[src/rtl/apb_timer_pkg.sv]
// Shared constants for the APB timer: register addresses, control/status
// bit positions and the prescaler tap-mask helper.
package apb_timer_pkg;

  // Register addresses
  localparam logic [7:0] ADDR_TDR  = 8'h00;
  localparam logic [7:0] ADDR_TCR  = 8'h01;
  localparam logic [7:0] ADDR_TSR  = 8'h02;
  localparam logic [7:0] ADDR_TCNT = 8'h03;

  // TCR bit positions
  localparam int TCR_LOAD   = 7;
  localparam int TCR_DIR    = 5;
  localparam int TCR_EN     = 4;
  localparam int TCR_CKS_HI = 1;
  localparam int TCR_CKS_LO = 0;

  // Writable TCR bits; reserved bits 6,3,2 always read back as zero
  localparam logic [7:0] TCR_WMASK = 8'hB3;

  // TSR bit positions
  localparam int TSR_OVF = 0;
  localparam int TSR_UDF = 1;

  // Low (cks+1) bits of the prescaler counter that must all be zero for a tick
  function automatic logic [3:0] prescale_mask(input logic [1:0] cks);
    logic [3:0] m;
    case (cks)
      2'b00:   m = 4'b0001;
      2'b01:   m = 4'b0011;
      2'b10:   m = 4'b0111;
      default: m = 4'b1111;
    endcase
    return m;
  endfunction

endpackage

[src/rtl/apb_timer_prescaler.sv]
// Free-running 4-bit prescaler. tick pulses for one pclk whenever the low
// (cks+1) bits of the counter sit at zero, giving a period of 2^(cks+1).
// The mux is combinational, so a new cks applies at the next wrap of the
// newly selected bits.
module timer_prescaler
  import apb_timer_pkg::*;
(
  input  logic       pclk,
  input  logic       presetn,
  input  logic [1:0] cks,
  output logic       tick
);

  logic [3:0] cnt;

  // Counter runs continuously; only reset clears it so pausing the timer
  // does not disturb the prescaler phase.
  always_ff @(posedge pclk or negedge presetn) begin
    if (!presetn) begin
      cnt <= 4'd0;
    end else begin
      cnt <= cnt + 4'd1;
    end
  end

  // Tick when the selected low bits have wrapped to zero
  always_comb begin
    tick = ((cnt & prescale_mask(cks)) == 4'd0);
  end

endmodule

[src/rtl/apb_timer.sv]
// 8-bit up/down timer with APB slave register interface.
//
// Bus handshake: zero wait states, pready is tied high, so every access
// completes in its access phase (psel & penable). A write commits on the
// rising pclk edge of that phase; read data is combinational from paddr
// while psel & ~pwrite. Unmapped addresses raise pslverr in the access
// phase, ignore writes and read as zero.
module apb_timer
  import apb_timer_pkg::*;
#(
  parameter int ADDR_W = 8,
  parameter int DATA_W = 8
) (
  input  logic              pclk,
  input  logic              presetn,
  input  logic              psel,
  input  logic              penable,
  input  logic              pwrite,
  input  logic [ADDR_W-1:0] paddr,
  input  logic [DATA_W-1:0] pwdata,
  output logic [DATA_W-1:0] prdata,
  output logic              pready,
  output logic              pslverr,
  output logic              ovf_int,
  output logic              udf_int
);

  logic [DATA_W-1:0] tdr;
  logic [DATA_W-1:0] tcr;
  logic [DATA_W-1:0] tcnt;
  logic              ovf_flag;
  logic              udf_flag;

  logic mapped;
  logic wr_access;
  logic wr_tdr;
  logic wr_tcr;
  logic wr_tsr;
  logic tick;
  logic ctl_load;
  logic ctl_dir;
  logic ctl_en;
  logic count_step;
  logic ovf_set;
  logic udf_set;

  // Address decode and write strobes
  always_comb begin
    mapped    = (paddr < ADDR_W'(4));
    wr_access = psel && penable && pwrite;
    wr_tdr    = wr_access && (paddr == ADDR_W'(ADDR_TDR));
    wr_tcr    = wr_access && (paddr == ADDR_W'(ADDR_TCR));
    wr_tsr    = wr_access && (paddr == ADDR_W'(ADDR_TSR));
  end

  // Bus response: never stalls, errors only on unmapped access phase
  always_comb begin
    pready  = 1'b1;
    pslverr = psel && penable && !mapped;
  end

  // Read mux, zero whenever not a read
  always_comb begin
    prdata = '0;
    if (psel && !pwrite) begin
      case (paddr)
        ADDR_W'(ADDR_TDR):  prdata = tdr;
        ADDR_W'(ADDR_TCR):  prdata = tcr;
        ADDR_W'(ADDR_TSR):  prdata = DATA_W'({udf_flag, ovf_flag});
        ADDR_W'(ADDR_TCNT): prdata = tcnt;
        default:            prdata = '0;
      endcase
    end
  end

  // Reload and control registers; TCR reserved bits are forced to zero
  always_ff @(posedge pclk or negedge presetn) begin
    if (!presetn) begin
      tdr <= '0;
      tcr <= '0;
    end else begin
      if (wr_tdr) tdr <= pwdata;
      if (wr_tcr) tcr <= pwdata & DATA_W'(TCR_WMASK);
    end
  end

  timer_prescaler u_prescaler (
    .pclk    (pclk),
    .presetn (presetn),
    .cks     (tcr[TCR_CKS_HI:TCR_CKS_LO]),
    .tick    (tick)
  );

  // Control fields and wrap detection, all from the currently held TCR so a
  // write in the same cycle as a tick still uses the old settings.
  always_comb begin
    ctl_load   = tcr[TCR_LOAD];
    ctl_dir    = tcr[TCR_DIR];
    ctl_en     = tcr[TCR_EN];
    count_step = tick && ctl_en && !ctl_load;
    udf_set    = count_step && ctl_dir && (tcnt == '0);
    ovf_set    = count_step && !ctl_dir && (tcnt == '1);
  end

  // Counter: load has priority and suppresses counting
  always_ff @(posedge pclk or negedge presetn) begin
    if (!presetn) begin
      tcnt <= '0;
    end else if (ctl_load) begin
      tcnt <= tdr;
    end else if (count_step) begin
      if (ctl_dir) tcnt <= tcnt - DATA_W'(1);
      else         tcnt <= tcnt + DATA_W'(1);
    end
  end

  // Sticky flags: software write-0-to-clear, hardware set wins a tie
  always_ff @(posedge pclk or negedge presetn) begin
    if (!presetn) begin
      ovf_flag <= 1'b0;
      udf_flag <= 1'b0;
    end else begin
      if (wr_tsr && !pwdata[TSR_OVF]) ovf_flag <= 1'b0;
      if (wr_tsr && !pwdata[TSR_UDF]) udf_flag <= 1'b0;
      if (ovf_set) ovf_flag <= 1'b1;
      if (udf_set) udf_flag <= 1'b1;
    end
  end

  // Level interrupts mirror the status flags
  always_comb begin
    ovf_int = ovf_flag;
    udf_int = udf_flag;
  end

endmodule

[config.mk]
export PLATFORM = sky130hd
export DESIGN_NAME = apb_timer
export DESIGN_NICKNAME = d
export VERILOG_FILES = /design/src/rtl/apb_timer_pkg.sv /design/src/rtl/apb_timer_prescaler.sv /design/src/rtl/apb_timer.sv
export SDC_FILE = /design/constraint.sdc
export NUM_CORES = 1
export LEC_CHECK = 0
export BUFFER_PORTS_ARGS = -buffer_cell sky130_fd_sc_hd__buf_2
export CAP_MARGIN = 20
export CORE_MARGIN = 2
export CORE_UTILIZATION = 55
export DETAILED_ROUTE_END_ITERATION = 8
export GPL_TIMING_DRIVEN = 1
export PLACE_DENSITY = 0.89
export SYNTH_ARGS = -nofsm -noshare
export SYNTH_HDL_FRONTEND = slang
export SYNTH_HIERARCHICAL = 1
export SYNTH_SLANG_ARGS = --single-unit
[constraint.sdc]
create_clock -name pclk -period 2.6 [get_ports pclk]
set_input_delay 0.52 -clock pclk [delete_from_list [all_inputs] [get_ports pclk]]
set_output_delay 0.52 -clock pclk [all_outputs]
set_load 0.03 [all_outputs]
==> results.py, run 1 <==
metrics = {
    "drt": {
        "remaining_drc_errors": 0,
        "dr.pass1.iters": 4,
        "vias": 1476,
        "vias_per_cell": 5.88,
        "drt-total-wl_mm": 3.86,
        "ant_nets": 0,
        "wl_per_cell_um": 15.4,
        "drt_iter0_drc": 100,
    },
    "sta": {
        "tns_ns": 0,
        "slew_headroom_pct": 56.1,
        "hold_viol_final": 0,
        "skew_ns": 0.00183,
        "max_freq_mhz": 435,
        "tightestPinTransition_ns": 0.656,
        "rsz0062_at_grt": "false",
        "finalCritPeriodShare_pct": 88.5,
        "maxSlewViolCount": 0,
        "setup_viol": 0,
        "min_period_ns": 2.30,
        "fin_ws_ns": 0.300,
    },
    "grt": {
        "grt.overflow.total": 0,
        "antenna_found_initial": 0,
        "grt_max_degree": 28,
        "grtUsageTotal_pct": 22.5,
        "grt_pass1_vias": 1325,
        "grt_pass1_wl_mm": 6.03,
    },
    "logic_synthesis": {
        "synth_area_um2": 1760,
        "syn_area_per_cell_um2": 9.85,
        "synth_top_cell_by_area": "dfrtp_1",
        "syn-instance-count": 179,
        "netlist_top_cells_area": "dfrtp_1, ha_1, mux2_2",
        "synth_cell_types": 47,
        "synth.yosys.seq_area_share_pct": 38.3,
        "yosysTopAreaCellShare_pct": 38.3,
        "synth.net_count": 208,
        "ys_warn_count": 6,
        "ys_ff_latch": 27,
    },
    "placed_design": {
        "io_buffers": 31,
        "pre_cts_ws_ns": 0.299,
        "hpwl_mm": 2.90,
        "gp_congestion": 0.818,
    },
    "worst_setup_path": {
        "ff2ff_path_depth": 7,
        "ff2ff_setup_slack_ns": 0.53,
        "criticalPathCategory": "input port to primary output",
        "crit_start": "paddr[3]",
        "end_kind": "primary output",
        "critPathArrivalTime_ns": 1.78,
        "crit_path_end": "prdata[1]",
        "worstSetupStartpointType": "input port",
        "timing.critical_path.required_ns": 2.08,
        "rr_startpoint": "tcnt[0]",
        "timing.rr.end": "tcnt[6]",
        "critPathMaxFanout": 8,
    },
    "clock_network": {
        "clk_latency_ns": 0.33,
        "ctsRootBufferMaster": "clkbuf_4",
        "cts_buffers": 3,
        "postCtsHoldBufs": 0,
        "numClockSinks": 27,
        "path_clk_slew_ns": 0.15,
        "cts_tree": "yes",
        "cts_buffer_depth": 2,
        "htreeDepth": 1,
        "cts.repair.resized": 0,
        "cts_setup_buffers": 0,
    },
    "die": {
        "die-area_um2": 3670,
        "core_um2": 3050,
        "start_util_pct": 57.7,
        "die_height_um": 60.6,
        "rows": 20,
        "ios": 33,
        "fp.dieW_um": 60.6,
    },
    "status": {
        "status": "finished, final reports clean",
    },
    "job": {
        "drv_cap": 0,
    },
    "final_layout": {
        "fill_cells": 265,
        "diodes": 0,
        "multiInputGateArea_um2": 1020,
        "seq_area_um2": 676,
        "final_cell_mix": "buf_2, dfrtp_1, nor2_1, nand2_1",
        "syn_to_final_growth_pct": 12.2,
        "nets": 237,
        "drive_gt1_share_pct": 27.5,
        "final_common_cell": "buf_2",
    },
    "power": {
        "p_int_w": 0.000535,
        "powerDensity_nw_per_um2": 375,
        "swShare_pct": 28.0,
        "p_sw_w": 0.000208,
        "vdd_drop_max_mv": 0.283,
        "total_leakage_power_nw": 0.974,
        "p_seq_share_pct": 60.7,
        "power_w": 0.000743,
        "clock_power_share_pct": 25.6,
        "comb_power_share_pct": 13.7,
    },
    "worst_hold_path": {
        "hp-class": "input port to asynchronous set/reset pin",
    },
}
[power groups by stage]
stage / clock (W) / sequential (W) / combinational, W
after floorplan: 0 / 0.000453 / 0.0000633
after global placement: 0 / 0.000456 / 0.0000963
after detailed placement: 0 / 0.000457 / 0.000101
after CTS: 0.000196 / 0.000450 / 0.000102
after global routing: 0.000206 / 0.000453 / 0.000114
final: 0.000190 / 0.000451 / 0.000102
[worst min-delay path by stage]
stage / to / startpoint
after CTS: u_prescaler/cnt[3] / presetn
after detailed placement: u_prescaler/cnt[3] / u_prescaler/cnt[3]
after global placement: u_prescaler/cnt[3] / u_prescaler/cnt[3]
after global routing: tcr[1] / presetn
final: u_prescaler/cnt[3] / presetn
after floorplan: ovf_int / presetn
[Yosys cell counts (all sizes together)]
master	instances
a2111o	1
a2111oi	1
a211oi	5
a21o	2
a21oi	10
a22oi	3
a311oi	1
and2	1
and3	2
buf	3
clkbuf	6
conb	1
dfrtp	27
fa	1
ha	7
inv	7
mux2	13
mux2i	4
mux4	2
nand2	14
nand2b	1
nand3	4
nand3b	5
nand4	4
nand4b	1
nor2	20
nor2b	4
nor3	4
nor3b	2
nor4	3
o211a	1
o211ai	1
o21a	2
o21ai	10
o21bai	1
o31a	1
o31ai	1
xnor2	2
xor2	1
[flip-flops by register name, indices dropped and copies added (netlist names)]
name,cells
ovf_int,1
u_prescaler/cnt,4
tcr,5
tdr,8
tcnt,8
udf_int,1
[critical path, stage by stage]
cell and delay [ns]:
buf_2 0.12, nor4_4 0.33, nand4b_1 0.39, nor2b_1 0.21
buf_2 0.21
[final cells by class]
| class | count | share of cell area (%) |
|---|---|---|
| Multi-Input combinational cell | 136 | 51.6 |
| Clock buffer | 3 | 1.14 |
| Clock inverter | 1 | 0.380 |
| Inverter | 7 | 1.33 |
| Tap cell | 44 | 2.78 |
| Timing Repair Buffer | 33 | 8.60 |
| Sequential cell | 27 | 34.2 |
[through the flow]
stage	cells	area [um2]	hold slack [ns]	utilization [%]
2_1_floorplan	179	1760	0.224	-
3_3_place_gp	247	1950	0.464	63.8
3_5_place_dp	247	1950	0.471	63.8
4_1_cts	251	1980	0.183	64.8
5_1_grt	251	1980	0.204	64.8
6_report	251	1980	0.162	64.8
[per-layer routing]
metal	global-route usage, %	wire length [um]	up-vias
met5	0	0	-
met2	36.6	1930	55
met4	9.63	76	0
met1	31.0	1640	705
li1	-	-	708
met3	2.13	219	8
[cell families after synthesis]
group / synth area share, %
multiplexers: 14.2
adder cells (fa/ha/maj): 6.10
other: 0.213
AO/OA/AOI/OAI: 15.3
XOR/XNOR: 1.49
buffers and inverters: 3.76
flip-flops: 38.3
AND/OR/NAND/NOR: 20.6
(Power assumes the default switching activity.)
==> run 2, diff against run 1 <==
--- a/config.mk
+++ b/config.mk
@@ -14,5 +14,4 @@
 export PLACE_DENSITY = 0.89
 export SYNTH_ARGS = -nofsm -noshare
 export SYNTH_HDL_FRONTEND = slang
-export SYNTH_HIERARCHICAL = 1
 export SYNTH_SLANG_ARGS = --single-unit
==> run 2 against run 1 <==
  * Clock skew is essentially flat
  * Sequential power shrank 3%
  * Maximum frequency up 1.7%
  * Synthesized cell count shrank 6.1%
  * Largest power group unchanged
  * Highest routed layer unchanged
==> results.py, run 2 <==
metrics = {
    "die": {
        "rows": 20,
        "core_um2": 3030,
        "ios": 33,
        "die-area_um2": 3630,
        "die_height_um": 60.2,
        "start_util_pct": 57.4,
        "fp.dieW_um": 60.2,
    },
    "sta": {
        "finalCritPeriodShare_pct": 87.0,
        "setup_viol": 0,
        "tightestPinTransition_ns": 0.591,
        "rsz0062_at_grt": "false",
        "whs_ns": 0.168,
        "fin_ws_ns": 0.339,
        "maxSlewViolCount": 0,
        "tns_ns": 0,
        "min_period_ns": 2.26,
        "hold_viol_final": 0,
        "max_freq_mhz": 442,
        "slew_headroom_pct": 60.6,
        "skew_ns": 0.00147,
    },
    "drt": {
        "vias": 1418,
        "drt-total-wl_mm": 3.64,
        "dr.pass1.iters": 4,
        "vias_per_cell": 5.86,
        "drt_iter0_drc": 63,
        "remaining_drc_errors": 0,
        "wl_per_cell_um": 15.1,
        "ant_nets": 0,
    },
    "grt": {
        "antenna_found_initial": 0,
        "grt_pass1_wl_mm": 5.81,
        "grt_pass1_vias": 1279,
        "grtUsageTotal_pct": 21.7,
        "grt.overflow.total": 0,
        "grt_max_degree": 28,
    },
    "logic_synthesis": {
        "synth.net_count": 197,
        "synth-edff-count": 0,
        "synth_cell_types": 44,
        "synthArstFlopShare_pct": 100,
        "synth-main-ff-cell": "dfrtp_1",
        "yosysTopAreaCellShare_pct": 38.8,
        "ys_top_cells_by_count": "dfrtp_1, nor2_1, mux2_4",
        "syn_area_per_cell_um2": 10.4,
        "synth_top_cell_by_area": "dfrtp_1",
        "ys_warn_count": 0,
        "syn-instance-count": 168,
        "synth.yosys.seq_area_share_pct": 38.8,
        "yosysMostFrequentCell": "dfrtp_1",
        "netlist_top_cells_area": "dfrtp_1, mux2_4, ha_1",
        "synth_area_um2": 1740,
        "ys_ff_latch": 27,
    },
    "clock_network": {
        "ctsRootBufferMaster": "clkbuf_4",
        "cts_buffer_depth": 2,
        "htreeDepth": 1,
        "cts_buffers": 3,
        "path_clk_slew_ns": 0.14,
        "numClockSinks": 27,
        "postCtsHoldBufs": 0,
        "cts_setup_buffers": 0,
        "cts_tree": "yes",
        "clk_latency_ns": 0.33,
        "cts.repair.resized": 0,
    },
    "final_layout": {
        "final_common_cell": "buf_2",
        "diodes": 0,
        "multiInputGateArea_um2": 1000,
        "fill_cells": 235,
        "syn_to_final_growth_pct": 12.8,
        "final_cell_mix": "buf_2, dfrtp_1, nor2_1, mux2_4, a21oi_1",
        "drive_gt1_share_pct": 28.8,
        "nets": 228,
        "reg_top3": "tcnt (8), tdr (8), tcr (5)",
        "seq_area_um2": 676,
    },
    "placed_design": {
        "io_buffers": 31,
        "pre_cts_ws_ns": 0.321,
        "gp_congestion": 0.865,
        "hpwl_mm": 2.77,
    },
    "job": {
        "drv_cap": 0,
    },
    "worst_setup_path": {
        "timing.critical_path.required_ns": 2.08,
        "critPathArrivalTime_ns": 1.74,
        "cp_common_cell": "buf_2",
        "worstSetupStartpointType": "input port",
        "end_kind": "primary output",
        "criticalPathCategory": "input port to primary output",
        "path_cells": "buf_2 > nor4_4 > nand4b_1 > nor2_1 > buf_2",
        "slowest_delay_ns": 0.39,
        "cpMaxStageDelayCell": "nand4b_1",
        "critPathMaxFanout": 8,
    },
    "status": {
        "status": "finished, final reports clean",
    },
    "power": {
        "powerDensity_nw_per_um2": 357,
        "total_leakage_power_nw": 0.910,
        "vdd_drop_max_mv": 0.174,
    },
    "worst_hold_path": {
        "hp-class": "input port to asynchronous set/reset pin",
    },
}
## run 2: worst max-delay path: cells and delay by family
family	cells	cell delay (ns)
buffers and inverters	2	0.33
and+or+nand+nor	3	0.89
## run 2: path summary, 6_finish.rpt
| kind | startpoint | end | slack (ns) | depth (start not counted) |
|---|---|---|---|---|
| setup / recovery | paddr[5] | prdata[7] | 0.34 | 5 |
| hold / removal | presetn | u_prescaler.cnt[3] | 0.17 | 1 |
| setup reg to reg | tcr[5] | tcnt[6] | 0.41 | 6 |
| hold reg to reg | u_prescaler.cnt[0] | u_prescaler.cnt[0] | 0.48 | 1 |
| max in group asynchronous | presetn | tcnt[6] | 2.04 | 1 |
| min in group pclk | pwdata[6] | tdr[6] | 0.41 | 2 |
## run 2: layout make-up
cell class                      instances  share of cell area, %
Timing Repair Buffer                   34                   9.06
Clock inverter                          1                  0.255
Multi-Input combinational cell        127                   51.1
Sequential cell                        27                   34.4
Clock buffer                            3                   1.15
Inverter                                6                   1.15
Tap cell                               44                   2.81
## run 2: where the power goes
group	total, W	leakage (nW)	internal, W	switching (W)
clock network	0.000182	0.0177	0.0000579	0.000125
logic	0.0000787	0.536	0.0000341	0.0000447
registers	0.000439	0.357	0.000427	0.0000115
total	0.000700	0.910	0.000519	0.000181
## run 2: kinds of logic after synthesis
| family | share of synthesized area, % |
|---|---|
| compound gates | 13.6 |
| xor+xnor | 2.52 |
| fa+ha+maj | 6.19 |
| buf+inv | 3.45 |
| flops | 38.8 |
| mux | 16.8 |
| other cells | 0.216 |
| simple gates | 18.4 |
## run 2: metrics by stage
stage / instance area [um2] / power, W / instances / utilization, %
final: 1960 / 0.000700 / 242 / 64.8
after global placement: 1930 / 0.000523 / 238 / 63.9
after floorplan: 1740 / 0.000490 / 168 / -
after CTS: 1960 / 0.000700 / 242 / 64.8
after detailed placement: 1930 / 0.000525 / 238 / 63.9
after global routing: 1960 / 0.000728 / 242 / 64.8
## run 2: metal layers
layer / vias to the layer above / global-route usage, % / part of all wire, %
met2: 51 / 36.6 / 49
met4: 0 / 10.8 / 2.6
met5: - / 0 / 0
met3: 9 / 1.95 / 4.4
met1: 683 / 27.5 / 44
li1: 675 / - / -
==> run 3, diff against run 2 <==
--- a/config.mk
+++ b/config.mk
@@ -11,7 +11,9 @@
 export CORE_UTILIZATION = 55
 export DETAILED_ROUTE_END_ITERATION = 8
 export GPL_TIMING_DRIVEN = 1
+export MAX_ROUTING_LAYER = met4
 export PLACE_DENSITY = 0.89
 export SYNTH_ARGS = -nofsm -noshare
 export SYNTH_HDL_FRONTEND = slang
+export SYNTH_HIERARCHICAL = 1
 export SYNTH_SLANG_ARGS = --single-unit
==> run 3 against run 2 <==
  * Worst setup slack got worse by 0.037 ns
  * Final cell count increased by 3.7%
  * Clock-buffer cell count did not move
  * Maximum frequency down 1.6%
  * Combinational power up 28%
  * Via count grew 3.4%
  * Flip-flop and latch count is the same
  * Sequential share of layout area down 0.28 points
  * Die area grew 1.3%
  * Critical path depth unchanged
  * Critical endpoint is now prdata[1]
  * Largest power group unchanged
==> results.py, run 3 (same netlist as run 1, synthesis figures left out) <==
metrics = {
    "power": {
        "vdd_drop_max_mv": 0.283,
        "total_leakage_power_nw": 0.974,
        "powerDensity_nw_per_um2": 375,
    },
    "clock_network": {
        "cts_buffers": 3,
        "ctsRootBufferMaster": "clkbuf_4",
        "cts_tree": "yes",
        "numClockSinks": 27,
        "cts_buffer_depth": 2,
        "htreeDepth": 1,
        "path_clk_slew_ns": 0.15,
        "cts_setup_buffers": 0,
        "clk_latency_ns": 0.33,
        "cts.repair.resized": 0,
        "postCtsHoldBufs": 0,
    },
    "die": {
        "start_util_pct": 57.7,
        "fp.dieW_um": 60.6,
        "ios": 33,
        "core_um2": 3050,
        "rows": 20,
        "die_height_um": 60.6,
        "die-area_um2": 3670,
    },
    "final_layout": {
        "fill_cells": 265,
        "syn_to_final_growth_pct": 12.2,
        "stdcell_count": 251,
        "diodes": 0,
        "final_common_cell": "buf_2",
        "reg_top3": "tcnt (8), tdr (8), tcr (5)",
        "drive_gt1_share_pct": 27.5,
        "final_cell_mix": "buf_2, dfrtp_1, nor2_1, nand2_1",
        "finish.utilization_pct": 64.8,
        "fin_area_um2": 1980,
        "nets": 237,
    },
    "job": {
        "drv_cap": 0,
    },
    "sta": {
        "min_period_ns": 2.30,
        "finalCritPeriodShare_pct": 88.4,
        "slew_headroom_pct": 56.2,
        "rsz0062_at_grt": "false",
        "setup_viol": 0,
        "tightestPinTransition_ns": 0.655,
        "maxSlewViolCount": 0,
        "whs_ns": 0.163,
        "max_freq_mhz": 435,
        "skew_ns": 0.00150,
        "tns_ns": 0,
        "hold_viol_final": 0,
    },
    "placed_design": {
        "placed_area_um2": 1950,
        "gp_congestion": 0.830,
        "dp_cells": 247,
        "hpwl_mm": 2.90,
        "io_buffers": 31,
    },
    "drt": {
        "drt_iter0_drc": 108,
        "dr.pass1.iters": 4,
        "ant_nets": 0,
        "remaining_drc_errors": 0,
        "drt-total-wl_mm": 3.85,
        "wl_per_cell_um": 15.3,
        "vias_per_cell": 5.84,
        "vias": 1466,
    },
    "worst_setup_path": {
        "timing.critical_path.required_ns": 2.08,
        "rr_startpoint": "tcnt[0]",
        "timing.rr.end": "tcnt[6]",
        "ff2ff_path_depth": 7,
        "path_cells": "buf_2 > nor4_4 > nand4b_1 > nor2b_1 > buf_2",
        "critPathMaxFanout": 8,
        "slowest_delay_ns": 0.39,
        "cpLargestDelayFamily": "simple AND/OR/NAND/NOR gates",
        "worstSetupStartpointType": "input port",
        "criticalPathCategory": "input port to primary output",
        "end_kind": "primary output",
        "cp_common_cell": "buf_2",
        "cpMaxStageDelayCell": "nand4b_1",
        "ff2ff_setup_slack_ns": 0.54,
        "cp_num_buf_inv": 2,
        "critPathArrivalTime_ns": 1.78,
    },
    "worst_hold_path": {
        "hp-class": "input port to asynchronous set/reset pin",
    },
    "status": {
        "status": "finished, final reports clean",
    },
    "grt": {
        "grt_pass1_vias": 1325,
        "grt_max_degree": 28,
        "grt_pass1_wl_mm": 6.02,
        "grt.overflow.total": 0,
        "grtUsageTotal_pct": 23.3,
        "antenna_found_initial": 0,
    },
}
==> run 3: cell types whose count changed in the layout (fill, tap and decap cells not counted), moves of 2 or more <==
cell / previous run / this run
nor2_1: 15 / 20
nand3b_1: 1 / 4
o21ai_1: 8 / 0
nand2_1: 8 / 13
nor3_1: 2 / 4
nand4_1: 2 / 4
a211oi_2: 0 / 2
or4_1: 4 / 0
mux2_2: 1 / 7
mux2_4: 13 / 5
o21ai_0: 4 / 10
a21oi_1: 12 / 10
xor2_1: 3 / 1
and3b_1: 2 / 0
==> run 3: cell type report <==
| type | instances | area, um2 | area share [%] |
|---|---|---|---|
| Timing Repair Buffer | 33 | 170 | 8.60 |
| Inverter | 7 | 26.3 | 1.33 |
| Sequential cell | 27 | 676 | 34.2 |
| Multi-Input combinational cell | 136 | 1020 | 51.6 |
| Tap cell | 44 | 55.1 | 2.78 |
| Clock buffer | 3 | 22.5 | 1.14 |
| Clock inverter | 1 | 7.51 | 0.380 |
==> run 3: report_power, final <==
group | total, W | switching (W) | internal (W)
sequential | 0.000451 | 0.0000186 | 0.000432
combinational | 0.000101 | 0.0000575 | 0.0000439
clock | 0.000190 | 0.000131 | 0.0000589
total | 0.000742 | 0.000207 | 0.000535
==> run 3: worst max path at each step <==
stage | start | end | slack, ns | depth (start not counted)
floorplan | paddr[1] | prdata[2] | 0.45 | 5
CTS | paddr[3] | prdata[1] | 0.30 | 5
detailed placement | paddr[3] | prdata[1] | 0.30 | 5
finish | paddr[3] | prdata[1] | 0.30 | 5
global route | paddr[3] | prdata[5] | 0.19 | 5
global placement | paddr[3] | prdata[0] | 0.37 | 5
==> run 3: stage by stage <==
step                      total power (W)  setup slack, ns
after floorplan                  0.000516            0.453
after global routing             0.000772            0.187
after global placement           0.000552            0.366
final                            0.000742            0.301
after detailed placement         0.000558            0.299
after CTS                        0.000748            0.299
==> run 3: per-layer routing <==
metal  vias up  share of wire [%]  GRT usage, %
li1        709                  -             -
met1       701                 42          31.0
met2        50                 50          36.6
met3         6                6.1          2.13
met4         0                1.5          9.63
met5         -                  0             -
==> run 3: worst register-to-register path, cell delays in order (launching register included) <==
cell and delay (ns):
dfrtp_1 0.48, inv_1 0.12, fa_1 0.42, nor2b_1 0.21, o31a_1 0.17, o21ai_0 0.11
a2111o_1 0.43, nand4_1 0.08
